<file path="src/rtl/adder_operand_ctrl.sv">
// adder_operand_ctrl
//
// Sits around the 16-bit lab4 adder. It feeds operands A and B to the
// adder and registers the adder's {CO, Sum} once it has settled.
//
//   LoadB falling press : B <= SW
//   Run falling press   : A <= SW, wait SETTLE_CYCLES, then Result <= {CO, Sum}
//                         and Done is raised
//
// Ports
//   Clk     in   system clock (50 MHz)
//   Reset   in   asynchronous reset, active low
//   LoadB   in   raw pushbutton, active low, asynchronous to Clk
//   Run     in   raw pushbutton, active low, asynchronous to Clk
//   SW      in   [15:0] operand switches
//   Sum     in   [15:0] adder sum
//   CO      in   adder carry-out
//   A       out  [15:0] registered operand A
//   B       out  [15:0] registered operand B
//   Result  out  [16:0] registered {CO, Sum}
//   Busy    out  high while an add is settling
//   Done    out  high while Result holds a valid capture
//
// SETTLE_CYCLES must be in the range 1..255.

module adder_operand_ctrl #(
    parameter int SETTLE_CYCLES = 8
) (
    input  logic        Clk,
    input  logic        Reset,
    input  logic        LoadB,
    input  logic        Run,
    input  logic [15:0] SW,
    input  logic [15:0] Sum,
    input  logic        CO,
    output logic [15:0] A,
    output logic [15:0] B,
    output logic [16:0] Result,
    output logic        Busy,
    output logic        Done
);

    typedef enum logic [1:0] {
        IDLE,
        SETTLE,
        HOLD
    } state_t;

    localparam logic [7:0] COUNT_START = 8'(SETTLE_CYCLES - 1);

    state_t      state_q;
    logic [7:0]  count_q;
    logic [15:0] a_q;
    logic [15:0] b_q;
    logic [16:0] result_q;
    logic        busy_q;
    logic        done_q;

    // Bit 0 is s1, bit 1 is s2, bit 2 is the history flop s3.
    logic [2:0]  loadBSync_q;
    logic [2:0]  runSync_q;

    logic        loadBFall;
    logic        runFall;
    logic        runReleased;

    // Two-flop synchronizers plus a history flop for each button. Every
    // flop resets to the released level (1) so that coming out of reset
    // with the buttons up cannot look like a press.
    always_ff @(posedge Clk or negedge Reset) begin
        if (!Reset) begin
            loadBSync_q <= 3'b111;
            runSync_q   <= 3'b111;
        end else begin
            loadBSync_q <= {loadBSync_q[1:0], LoadB};
            runSync_q   <= {runSync_q[1:0], Run};
        end
    end

    // A press is a one-cycle pulse on the synchronized high-to-low edge,
    // so a held button only ever produces one event.
    assign loadBFall   = loadBSync_q[2] & ~loadBSync_q[1];
    assign runFall     = runSync_q[2] & ~runSync_q[1];
    assign runReleased = runSync_q[1];

    // Sequencing FSM. All outputs are registered here so there is no
    // combinational path from any input to any output.
    always_ff @(posedge Clk or negedge Reset) begin
        if (!Reset) begin
            state_q  <= IDLE;
            count_q  <= 8'd0;
            a_q      <= 16'd0;
            b_q      <= 16'd0;
            result_q <= 17'd0;
            busy_q   <= 1'b0;
            done_q   <= 1'b0;
        end else begin
            case (state_q)
                IDLE: begin
                    // Both presses in one cycle load A and B from the
                    // same switch value before the add starts.
                    if (loadBFall) begin
                        b_q <= SW;
                    end
                    if (runFall) begin
                        a_q     <= SW;
                        count_q <= COUNT_START;
                        done_q  <= 1'b0;
                        busy_q  <= 1'b1;
                        state_q <= SETTLE;
                    end
                end
                SETTLE: begin
                    // Operands stay frozen and presses are dropped while
                    // the adder resolves.
                    if (count_q == 8'd0) begin
                        result_q <= {CO, Sum};
                        done_q   <= 1'b1;
                        busy_q   <= 1'b0;
                        state_q  <= HOLD;
                    end else begin
                        count_q <= count_q - 8'd1;
                    end
                end
                HOLD: begin
                    // Run must be released before another add can begin.
                    if (runReleased) begin
                        state_q <= IDLE;
                    end
                end
                default: begin
                    state_q <= IDLE;
                    busy_q  <= 1'b0;
                end
            endcase
        end
    end

    assign A      = a_q;
    assign B      = b_q;
    assign Result = result_q;
    assign Busy   = busy_q;
    assign Done   = done_q;

endmodule

</file>
<file path="config.mk">
export PLATFORM = sky130hd
export DESIGN_NAME = adder_operand_ctrl
export DESIGN_NICKNAME = d
export VERILOG_FILES = /design/src/rtl/adder_operand_ctrl.sv
export SDC_FILE = /design/constraint.sdc
export NUM_CORES = 1
export LEC_CHECK = 0
export CAP_MARGIN = 10
export CORE_ASPECT_RATIO = 0.75
export CORE_MARGIN = 3
export CORE_UTILIZATION = 40
export CTS_CLUSTER_DIAMETER = 100
export DETAILED_ROUTE_END_ITERATION = 16
export PLACE_DENSITY = 0.69
export SYNTH_ARGS = -nofsm -noshare
export SYNTH_HDL_FRONTEND = slang
export SYNTH_SLANG_ARGS = --single-unit
</file>
<file path="constraint.sdc">
create_clock -name Clk -period 2.1 [get_ports Clk]
set_input_delay 0.21 -clock Clk [delete_from_list [all_inputs] [get_ports Clk]]
set_output_delay 0.21 -clock Clk [all_outputs]
set_load 0.02 [all_outputs]
</file>
# After elaboration in Yosys (flattened, before gate mapping)
# Cells that the tools add are included.
[word_totals]
register_bits = 67
latch_bits = 0
ram_bits = 0
mem_bits_ro = 0
input_bits = 37
out_inout_bits = 51
elab_cells = 44
memories = 0
[classes]
add_sub_neg = 1
n_mul = 0
n_div = 0
n_lt_le_gt_ge = 0
n_eq_ne = 6
shifts = 0
mux = 13
n_bitwise = 5
reduce_logical = 10
[op_table]
columns = ["cell", "n"]
rows = [
  ["2-to-1 mux 8 bit", 2],
  ["one-hot mux 8 bit (2 select lines)", 1],
  ["AND reduction 3 bit", 4],
  ["zero test 8 bit", 1],
  ["inequality test 2 bit, second input constant", 4],
  ["subtractor 8 x 1 -> 8 bit, second input constant", 1],
  ["2-to-1 mux 2 bit", 3],
  ["one-hot mux 2 bit (3 select lines)", 1],
  ["AND reduction 2 bit", 3],
  ["2-to-1 mux 1 bit", 4],
  ["inverter 1 bit", 3],
  ["one-hot mux 1 bit (3 select lines)", 1],
  ["AND 1 bit", 2],
  ["== test 2 x 1 -> 1 bit, second input constant", 1],
  ["== test 2 bit, second input constant", 1],
  ["zero test 2 bit", 1],
  ["one-hot mux 1 bit (2 select lines)", 1],
  ["nonzero test 2 bit", 1],
]

# Depth between registers and ports, before layout
[depth]
depth_word = 4
depth_mapped = 7
ltp_nobuf = 6

# Worst setup path after synthesis
# Ideal clock, no wire load.
[synth_timing]
kind = "register to register"
startpoint = "register count_q[0]"
endpoint = "register result_q[10], in the netlist Result[10]"
setup_time_ps = 125
arrival_ps = 1745
required_ps = 1975
path_slack_ps = 230
path_stages_with_launch = 8
path_buffers = 1
period_less_slack_ps = 1870
path_cell_list = "dfrtp_1 > inv_1 > ha_1 > or3b_2 > nor2_4 > nand2_4 > buf_6 > mux2_4"
[synth_via]
elab_chain_cells = 2
[synth_lines]
columns = ["element", "line", "source"]
rows = [
  ["from (decl)", "52", "logic [7:0] count_q;"],
  ["from (signal assigned)", "122", "count_q <= count_q - 8'd1;"],
  ["zero test 8 bit", "116", "if (count_q == 8'd0) begin"],
  ["AND reduction 2 bit (no source line)", "--", ""],
  ["to (signal assigned)", "117", "result_q <= {CO, Sum};"],
  ["to (decl)", "55", "logic [16:0] result_q;"],
]
# Every way passes these cells.
# A chain may end at the register's enable or synchronous reset.

# Final worst setup path
[layout_timing]
startpoint = "register count_q[0]"
endpoint = "register count_q[7]"
[layout_via]
elab_chain_cells = 3
elab_cells_between_ends = 6
cone_classes = "add/sub (1); eq/ne (1); mux (2); reduce/logical (2)"
[layout_lines]
columns = ["element", "line"]
rows = [
  ["subtractor 8 x 1 -> 8 bit or zero test 8 bit (tied branches)", "122, 116"],
  ["2-to-1 mux 8 bit or inequality test 2 bit (tied branches)", "--"],
  ["one-hot mux 8 bit (2 select lines) or AND reduction 3 bit (tied branches)", "--"],
]
# Parallel ways exist; a longest one is shown, timed or not. The select of a mux whose other input is x is not followed.

==> impl_metrics.json <==
{
  "synth_nets": 210,
  "drt-pass1-iter-count": 2,
  "instances_no_fill": 354,
  "worst_r2r_endpoint": "count_q[7]$_DFFE_PN0P_",
  "worst_pin_slew_ns": 0.4649,
  "synth_warnings": 0,
  "slowest_stage": "or4b_2",
  "core.rowCount": 24,
  "synthCells": 171,
  "h-tree-depth": 3,
  "routed_wl_mm": 5.389,
  "hp-start": "Run",
  "vias": 1724,
  "final-setup-viol-count": 0,
  "power-per-cell-area_nw_per_um2": 1588,
  "drtIter0Drc": 28,
  "required_ns": 2.35,
  "n_fill_cell": 471,
  "clock_sinks": 67,
  "overflow": 0,
  "ys_types": 36,
  "irDropWorstVdd_mv": 0.7278,
  "end_kind": "register",
  "path_cells": "inv_1 > ha_1 > or3b_2 > o21ai_1 > or4b_2 > a21oi_1",
  "place_inst": 337,
  "startpoint_type": "register",
  "clk_pin_slew_ns": 0.07,
  "syn_area_sq_um": 2631,
  "ys_ff_latch": 67,
  "multi_input_area_sq_um": 917.1,
  "fin_setup_tns_ns": 0,
  "drv_cap": 0,
  "coreArea_sq_um": 6096,
  "hpwl_mm": 3.897,
  "holdWs_ns": 0.2881,
  "vias_per_cell": 4.870,
  "wl_per_cell_um": 15.22,
  "fmax_mhz": 505.8,
  "slew_violations": 0,
  "postCtsSetupBuffers": 0,
  "cts_max_path_buffers": 2,
  "r2r_start": "count_q[0]$_DFFE_PN0P_",
  "hold_path.class": "in -> reg",
  "relSlewSlack_pct": 69.01,
  "startpoint": "count_q[0]$_DFFE_PN0P_",
  "numCtsBuffers": 9,
  "pin_count": 88,
  "whs_endpoint": "runSync_q[0]$_DFF_PN1_",
  "remaining_drc_errors": 0,
  "final_antenna_net_count": 0,
  "grt_max_degree": 27,
  "die_x_um": 99.66,
  "clkLatencyLatePin_ns": 0.33,
  "grt_pass1_wl_mm": 9.170,
  "status": "finished, final reports clean",
  "postLayoutCoreUtil_pct": 63.49,
  "fin_crit_sh_pct": 94.15,
  "grt_antenna_before_repair": 0,
  "gp_congestion": 0.7320,
  "start_util_pct": 43.17,
  "syn_area_per_cell_sq_um": 15.39,
  "ctsHoldBuffers": 1,
  "r2r_setup_slack_ns": 0.12,
  "critPathKind": "reg -> reg",
  "drive_gt1_share_pct": 31.16,
  "cts_tree": "done",
  "root_buffer": "clkbuf_8",
  "groute.usage.overall_pct": 15.36,
  "period_needed_ns": 1.977,
  "dieArea_sq_um": 7598,
  "final_nets": 310,
  "area_growth_pct": 47.08,
  "die_y_um": 76.24,
  "path_max_fanout": 5,
  "worstPathArrival_ns": 2.22,
  "rsz0062_at_grt": "false",
  "hold-path-cell-count": 1,
  "seq_area_sq_um": 1684,
  "clock_skew_ns": 0.008508,
  "cp_slowest_stage_delay_ns": 0.65,
  "power_leakage_nw": 1.645,
  "ctsResizeCount": 0,
  "diodes": 0,
  "port_buffers": 87,
  "reg2reg_depth": 6,
  "grt_pass1_vias": 1837,
  "ys_seq_area_share_pct": 64.00,
  "finalHoldViolCount": 0
}
[state kept, by name, indices dropped and copies added, names as in the netlist]
register	count
Done	1
state_q	2
A	16
Busy	1
Result	17
runSync_q	3
loadBSync_q	3
B	16
count_q	8
[synth_stat cells]
cell type	count	share of area [%]
a211oi_1	1	0.29
a21oi_1	3	0.57
a31oi_1	2	0.48
and2b_2	1	0.33
buf_2	3	0.57
buf_6	1	0.43
clkbuf_1	1	0.14
dfrtp_1	61	58
dfstp_2	6	6.0
ha_1	2	0.95
inv_1	3	0.43
mux2_2	41	18
mux2_4	8	4.6
mux2i_1	1	0.38
nand2_1	4	0.57
nand2_4	1	0.43
nand2b_1	2	0.48
nand3b_1	2	0.57
nor2_1	6	0.86
nor2_4	1	0.43
nor2b_1	1	0.24
nor3_1	3	0.57
nor3b_1	2	0.57
nor4b_1	1	0.33
nor4b_2	1	0.57
o211ai_1	1	0.29
o21a_1	1	0.29
o21ai_0	3	0.57
o21ai_1	1	0.19
o41ai_1	1	0.33
or3_1	1	0.24
or3b_2	1	0.33
or4_4	1	0.43
or4b_2	1	0.38
xnor2_1	1	0.33
xor2_1	1	0.33
[how the worst max path moves through the flow]
stage / to / cells past startpoint / slack, ns
floorplan: Result[10]$_DFFE_PN0P_ / 7 / 0.23
global placement: Result[14]$_DFFE_PN0P_ / 6 / 0.21
detailed placement: count_q[7]$_DFFE_PN0P_ / 6 / 0.14
CTS: count_q[7]$_DFFE_PN0P_ / 6 / 0.11
global route: count_q[7]$_DFFE_PN0P_ / 6 / 0.01
finish: count_q[7]$_DFFE_PN0P_ / 6 / 0.12
[area by class of cell]
class,count,share of cell area [%]
clock buffers,10,3.556
clock inverters,6,2.296
inverters,3,0.2910
multi-input cells,96,23.70
flip-flops and latches,67,43.52
well taps,78,2.522
repair buffers,94,24.12
[metal layers]
layer  global-route usage (%)  routed length [um]  up-vias
li1                         -                   -      801
met1                    19.88                2364      870
met2                    23.53                2634       46
met3                    6.496                 323        7
met4                    4.502                  66        0
met5                        0                   0        -
[kinds of logic after synthesis]
family / count (synthesis) / share of synthesized area (%)
buffers and inverters: 8 / 1.569
multiplexers: 50 / 22.49
XOR/XNOR: 2 / 0.6658
AO/OA/AOI/OAI: 13 / 2.996
AND/OR/NAND/NOR: 29 / 7.322
adder cells (fa/ha/maj): 2 / 0.9509
flip-flops: 67 / 64.00
[power breakdown]
group | internal (mW) | switching (mW)
sequential | 1.88 | 0.363
combinational | 1.48 | 1.24
clock | 0.700 | 0.485
total | 4.06 | 2.08
[per-stage QoR]
step	instance area, sq um	worst slack, ns	power [mW]
2_1_floorplan	2631	0.2297	3.662
3_3_place_gp	3633	0.2120	4.950
3_5_place_dp	3633	0.1407	5.008
4_1_cts	3870	0.1102	6.231
5_1_grt	3870	0.009714	6.503
6_report	3870	0.1228	6.145
[critical path, delay by kind of cell, from the launching register on]
family / cells / cell delay [ns]
AOI/OAI and AO/OA: 2 / 0.32
adders and majority gates: 1 / 0.20
buffers and inverters: 1 / 0.08
DFF: 1 / 0.39
and+or+nand+nor: 2 / 0.91
[layout by cell type, fill, tap and decap left out, drive strengths merged, types with 2 or more instances in the layout]
master,count
nor4b,2
ha,2
nand2b,2
nor3,3
bufinv,2
nand2,5
inv,3
clkbuf,10
nand3b,2
dfrtp,61
a21oi,3
dfstp,6
clkinvlp,2
nor3b,2
clkdlybuf4s50,86
buf,7
o21ai,4
a31oi,2
nor2,7
clkinv,2
mux2,49
Note: power is estimated with default switching activity, not from simulation.
